==> config.mk <==
export PLATFORM = sky130hd
export DESIGN_NAME = wave_read_scheduler
export DESIGN_NICKNAME = d
export VERILOG_FILES = /design/src/rtl/wave_read_scheduler.sv
export SDC_FILE = /design/constraint.sdc
export NUM_CORES = 1
export LEC_CHECK = 0
export BUFFER_PORTS_ARGS = -buffer_cell sky130_fd_sc_hd__buf_4
export CAP_MARGIN = 20
export CORE_MARGIN = 10
export CORE_UTILIZATION = 30
export DETAILED_ROUTE_END_ITERATION = 12
export PLACE_DENSITY = 0.58
export SYNTH_ARGS = -nofsm -noshare
export SYNTH_HDL_FRONTEND = slang
export SYNTH_SLANG_ARGS = --single-unit
==> constraint.sdc <==
create_clock -name clk_in -period 10.6 [get_ports clk_in]
set_input_delay 2.12 -clock clk_in [delete_from_list [all_inputs] [get_ports clk_in]]
set_output_delay 2.12 -clock clk_in [all_outputs]
set_load 0.005 [all_outputs]
==> src/rtl/wave_read_scheduler.sv <==
// Wave-table BRAM read-port scheduler: per-tick oscillator burst, viz/dbg fill.
// Ports: clk_in/rst_in, tick + osc inputs, frame out, viz/dbg req/resp, BRAM port, status.
module wave_read_scheduler #(
  parameter int NUM_OSCILLATORS = 4,
  parameter int SAMPLE_WIDTH    = 16,
  parameter int WW_WIDTH        = 14,
  parameter int READ_LATENCY    = 2
) (
  input  logic                                  clk_in,
  input  logic                                  rst_in,
  input  logic                                  sample_tick_in,
  input  logic [WW_WIDTH-1:0]                   wave_width_in,
  input  logic [NUM_OSCILLATORS-1:0]            osc_is_on_in,
  input  logic [NUM_OSCILLATORS*WW_WIDTH-1:0]   osc_index_in,
  output logic [NUM_OSCILLATORS*SAMPLE_WIDTH-1:0] osc_data_out,
  output logic                                  frame_valid_out,
  input  logic                                  viz_req_in,
  input  logic [WW_WIDTH-1:0]                   viz_index_in,
  output logic                                  viz_valid_out,
  output logic [SAMPLE_WIDTH-1:0]               viz_data_out,
  input  logic                                  dbg_req_in,
  input  logic [WW_WIDTH-1:0]                   dbg_index_in,
  output logic                                  dbg_valid_out,
  output logic [SAMPLE_WIDTH-1:0]               dbg_data_out,
  output logic [WW_WIDTH-1:0]                   bram_addr_out,
  output logic                                  bram_rd_en_out,
  input  logic [SAMPLE_WIDTH-1:0]               bram_data_in,
  output logic                                  busy_out,
  output logic                                  overrun_out
);

  localparam int N  = NUM_OSCILLATORS;
  localparam int SW = SAMPLE_WIDTH;
  localparam int WW = WW_WIDTH;
  localparam int RL = READ_LATENCY;
  localparam int CW = $clog2(N + RL + 1);
  localparam logic [CW-1:0] SLOT_LAST  = CW'(N - 1);
  localparam logic [CW-1:0] DRAIN_LAST = CW'(RL - 1);
  localparam logic [CW-1:0] AUX_LAST   = CW'(RL);

  typedef enum logic [1:0] {
    IDLE, OSC_ISSUE, OSC_DRAIN, AUX_WAIT
  } state_t;

  state_t          state, state_nxt;
  logic [CW-1:0]   cnt, cnt_nxt;
  logic            tick_pending;
  logic            prefer_dbg;
  logic            aux_dbg;
  logic            take_tick, tick_drop;
  logic            grant, grant_dbg;
  logic            osc_issue, aux_issue, aux_done;
  logic            osc_on;
  logic [WW-1:0]   osc_idx, cur_addr, addr_q;
  logic            pipe_v    [RL];
  logic            pipe_on   [RL];
  logic [CW-1:0]   pipe_slot [RL];
  logic [SW-1:0]   shadow    [N];
  logic [SW-1:0]   cap_data;
  logic            publish;
  logic [N*SW-1:0] frame_nxt;

  always_comb begin
    osc_idx = '0;
    osc_on  = 1'b0;
    for (int i = 0; i < N; i++) begin
      if (cnt == CW'(i)) begin
        osc_idx = osc_index_in[i*WW +: WW];
        osc_on  = osc_is_on_in[i];
      end
    end
  end

  always_comb begin
    state_nxt = state;
    cnt_nxt   = cnt;
    take_tick = 1'b0;
    grant     = 1'b0;
    grant_dbg = 1'b0;
    osc_issue = 1'b0;
    aux_issue = 1'b0;
    aux_done  = 1'b0;
    unique case (state)
      IDLE: begin
        if (sample_tick_in || tick_pending) begin
          take_tick = 1'b1;
          state_nxt = OSC_ISSUE;
          cnt_nxt   = '0;
        end else if (viz_req_in || dbg_req_in) begin
          grant     = 1'b1;
          grant_dbg = dbg_req_in && (!viz_req_in || prefer_dbg);
          state_nxt = AUX_WAIT;
          cnt_nxt   = '0;
        end
      end
      OSC_ISSUE: begin
        osc_issue = 1'b1;
        if (cnt == SLOT_LAST) begin
          state_nxt = OSC_DRAIN;
          cnt_nxt   = '0;
        end else begin
          cnt_nxt = cnt + 1'b1;
        end
      end
      OSC_DRAIN: begin
        if (cnt == DRAIN_LAST) state_nxt = IDLE;
        else cnt_nxt = cnt + 1'b1;
      end
      AUX_WAIT: begin
        aux_issue = (cnt == '0);
        if (cnt == AUX_LAST) begin
          aux_done  = 1'b1;
          state_nxt = IDLE;
        end else begin
          cnt_nxt = cnt + 1'b1;
        end
      end
      default: state_nxt = IDLE;
    endcase
  end

  // Ticks are only lost when one is already waiting or a burst is running.
  assign tick_drop = sample_tick_in &&
    (tick_pending || state == OSC_ISSUE || state == OSC_DRAIN);

  // Out-of-range oscillator indices read sample 0.
  assign cur_addr = osc_issue
    ? ((osc_idx >= wave_width_in) ? '0 : osc_idx)
    : (aux_dbg ? dbg_index_in : viz_index_in);

  assign bram_rd_en_out = (osc_issue && osc_on) || aux_issue;
  assign bram_addr_out  = bram_rd_en_out ? cur_addr : addr_q;
  assign busy_out       = (state != IDLE);

  assign cap_data = pipe_on[RL-1] ? bram_data_in : '0;
  assign publish  = pipe_v[RL-1] && (pipe_slot[RL-1] == SLOT_LAST);

  // The last slot's data bypasses the shadow so the frame lands on time.
  always_comb begin
    frame_nxt = '0;
    for (int i = 0; i < N; i++) frame_nxt[i*SW +: SW] = shadow[i];
    frame_nxt[(N-1)*SW +: SW] = cap_data;
  end

  always_ff @(posedge clk_in) begin
    for (int i = 0; i < N; i++) begin
      if (pipe_v[RL-1] && pipe_slot[RL-1] == CW'(i)) shadow[i] <= cap_data;
    end
  end

  always_ff @(posedge clk_in) begin
    if (rst_in) begin
      state           <= IDLE;
      cnt             <= '0;
      tick_pending    <= 1'b0;
      overrun_out     <= 1'b0;
      prefer_dbg      <= 1'b0;
      aux_dbg         <= 1'b0;
      addr_q          <= '0;
      osc_data_out    <= '0;
      frame_valid_out <= 1'b0;
      viz_valid_out   <= 1'b0;
      viz_data_out    <= '0;
      dbg_valid_out   <= 1'b0;
      dbg_data_out    <= '0;
      for (int i = 0; i < RL; i++) begin
        pipe_v[i]    <= 1'b0;
        pipe_on[i]   <= 1'b0;
        pipe_slot[i] <= '0;
      end
    end else begin
      state <= state_nxt;
      cnt   <= cnt_nxt;
      if (take_tick) tick_pending <= 1'b0;
      else if (sample_tick_in && !tick_drop) tick_pending <= 1'b1;
      if (tick_drop) overrun_out <= 1'b1;
      if (grant) begin
        aux_dbg    <= grant_dbg;
        prefer_dbg <= !grant_dbg;
      end
      if (bram_rd_en_out) addr_q <= cur_addr;
      pipe_v[0]    <= osc_issue;
      pipe_on[0]   <= osc_on;
      pipe_slot[0] <= cnt;
      for (int i = 1; i < RL; i++) begin
        pipe_v[i]    <= pipe_v[i-1];
        pipe_on[i]   <= pipe_on[i-1];
        pipe_slot[i] <= pipe_slot[i-1];
      end
      frame_valid_out <= publish;
      if (publish) osc_data_out <= frame_nxt;
      viz_valid_out <= aux_done && !aux_dbg;
      dbg_valid_out <= aux_done && aux_dbg;
      if (aux_done && !aux_dbg) viz_data_out <= bram_data_in;
      if (aux_done && aux_dbg) dbg_data_out <= bram_data_in;
    end
  end

endmodule

==> impl_metrics.ini <==
[outcome]
status = finished, final reports clean

[final_layout]
ff_latch_area_mm2 = 0.00408
n_antenna_cell = 0
fin_cells = 1403
drive_gt1_share_pct = 28.4
multiInputGateArea_mm2 = 0.00319
syn_to_final_growth_pct = 35.2
postLayoutCellArea_mm2 = 0.0103
layout_common_cells = buf_4, nand2_1, a21oi_1
fillCellCount = 2559
layout.nets = 1203
final_common_cell = buf_4

[route]
postRouteAntennaNets = 0
wirelength_mm = 24.3
drt_iter0_drc = 348
wl_per_cell_um = 17.3
vias = 6473
drc_errors = 0
first_pass_iters = 4
viasPerCell = 4.61

[worst_setup_path]
rr_startpoint = cnt[2]
start_kind = primary input
critPathArrivalTime_ns = 4.78
reg2regPathDepth = 11
crit_type = in -> out
crit_path_start = osc_index_in[24]
slowest_stage = o21ai_2
path_buf_inv = 2
timing.rr.end = addr_q[2]
crit_path_frequent_cell = o21ai_0
rrSetupSlack_ns = 6.78
endpoint_kind = primary output
worst-path-max-fanout = 18
critical-path-max-stage-delay_ns = 0.80
path_delay_family = compound AO/OA/AOI/OAI gates
crit_chain = buf_4 > a21oi_1 > o21ai_0 > a32o_1 > ha_1 > nand4_1 > nor2_1 > o21ai_0 > o21ai_2 > o21ai_0 > buf_4
cp.required_ns = 8.48

[sta]
worst_slack_ns = 3.70
fin_crit_ns = 6.90
rsz0062_at_grt = no
slew_viol_final = 0
period_share_pct = 65.1
hold_violations = 0
relSlewSlack_pct = 36.8
finalSetupTns_ns = 0
setup_viol = 0
worst_slew_pin_slew_ns = 0.947
fin_skew_ns = 0.0122
fmax_mhz = 145

[clocking]
cts_htree_levels = 4
clk_pin_slew_ns = 0.07
insertion_delay_ns = 0.43
hold_buffers = 0
cts_buffer_depth = 2
cts_tree = done
numCtsBuffers = 17
cts-root-buf = clkbuf_16
ctsResizeCount = 0
cts_setup_buffers = 0
clock_sinks = 180

[min_path]
whs_path_depth = 1
min_to = pipe_slot[0][4]
worstHoldStart = pipe_slot[0][1]
hold_path.class = reg -> reg

[yosys]
postSynthAreaPerCell_um2 = 8.98
synth_cell_type_count = 47
synth_xor_area_share_pct = 0
yosys-mux-area-fraction_pct = 2.11
synth-adder-area-share_pct = 3.27
syn_inst = 851
async_reset_ff_share_pct = 0
synth_top_family_by_area = simple AND/OR/NAND/NOR gates
synth_seq_cells = 180
yosysWarningCount = 0
syn_area_mm2 = 0.00765
synth_flop_cell = dfxtp_1
synth_compound_gate_area_share_pct = 17.6
synth-edff-count = 48
synth.yosys.seq_area_share_pct = 53.4
syn-num-nets = 994
synthSimpleGateAreaFrac_pct = 18.5

[flow_run]
cap_violations = 0

[floorplanning]
dieWidth_um = 180
start_util_pct = 30.5
die_area_mm2 = 0.0323
die_y_um = 180
fp-row-count = 58
core_area_mm2 = 0.0251
ios = 239

[placement]
port_buffers = 238
post_dp_cell_area_mm2 = 0.00967
dp_hpwl_mm = 18.0
place.gp.congestion = 0.811
pre_cts_ws_ns = 3.71
dp.cells = 1369

[grt]
grt_max_degree = 82
grt_pass1_wl_mm = 37.3
grt.total_usage_pct = 14.5
grt.overflow.total = 0
antenna_found_initial = 0
grt_pass1_vias = 6236

[power]
leakagePower_nw = 4.16
p_per_area_mw_per_mm2 = 154
peakVddDrop_mv = 0.0773
==> sequential cells by signal, summed over array words and instances (netlist names), 2 cells and up <==
signal	cells
osc_data_out	64
shadow	48
dbg_data_out	16
viz_data_out	16
addr_q	14
pipe_slot	6
cnt	3
pipe_on	2
pipe_v	2
state	2
==> where the power goes <==
group          leakage [nW]  internal [mW]  total (mW)  switching [mW]
Clock                 0.302          0.326       0.648           0.322
Sequential             1.47          0.716       0.725         0.00869
Combinational          2.38         0.0994       0.221           0.122
Total                  4.16           1.14        1.59           0.453
==> worst max path at each step <==
stage | end | cells after the start
finish | bram_addr_out[4] | 11
global route | bram_addr_out[13] | 11
global placement | bram_addr_out[5] | 11
detailed placement | bram_addr_out[4] | 11
floorplan | bram_addr_out[7] | 10
CTS | bram_addr_out[4] | 11
==> worst register-to-register path, delay by kind of cell, from the launching register on <==
| kind | cells | cell delay, ns |
|---|---|---|
| compound gates | 5 | 1.60 |
| fa+ha+maj | 2 | 0.58 |
| buf+inv | 2 | 0.44 |
| flops | 1 | 0.80 |
| simple gates | 2 | 0.24 |
==> through the flow <==
stage	util, %	power [mW]	hold WS (ns)
6_report	41.2	1.59	0.439
5_1_grt	41.2	1.67	0.463
4_1_cts	41.0	1.62	0.442
3_5_place_dp	38.5	0.963	0.423
3_3_place_gp	38.5	0.959	0.423
2_1_floorplan	-	0.870	0.414
==> cells in the mapped netlist, types with 7 or more instances <==
| cell | number | share of area (%) |
|---|---|---|
| edfxtp_1 | 48 | 19 |
| dfxtp_1 | 132 | 35 |
| mux2i_1 | 15 | 2.0 |
| nor2_1 | 30 | 1.5 |
| nor2b_1 | 8 | 0.65 |
| a21oi_1 | 142 | 9.3 |
| buf_2 | 8 | 0.52 |
| o21ai_0 | 25 | 1.6 |
| nand2b_1 | 15 | 1.2 |
| clkbuf_1 | 32 | 1.6 |
| a211oi_1 | 10 | 0.98 |
| o22ai_2 | 9 | 1.5 |
| nand3_1 | 20 | 1.3 |
| a22o_1 | 9 | 1.0 |
| o211ai_1 | 7 | 0.69 |
| nand2_1 | 207 | 10 |
| and2_1 | 17 | 1.4 |
| ha_1 | 20 | 3.3 |
| buf_1 | 13 | 0.64 |
| inv_1 | 39 | 1.9 |
==> logic make-up after synthesis <==
group,after synthesis
fa+ha+maj,20
compound gates,220
buf+inv,96
flops,180
mux,16
simple gates,319
==> routing by layer <==
layer | global-route usage (%) | wire [um] | vias up
met3 | 3.33 | 936 | 19
li1 | - | - | 3303
met4 | 4.20 | 363 | 0
met1 | 18.4 | 11100 | 3025
met2 | 24.0 | 11900 | 126
met5 | 0 | 0 | -
==> final cells by class <==
| type | instances | share of cell area (%) |
|---|---|---|
| repair buffers | 247 | 18.2 |
| well taps | 330 | 3.99 |
| inverters | 39 | 1.42 |
| clock buffers | 17 | 4.12 |
| clock inverters | 15 | 1.97 |
| flip-flops and latches | 180 | 39.5 |
| multi-input cells | 575 | 30.8 |
Note: power is estimated with default switching activity, not from simulation.
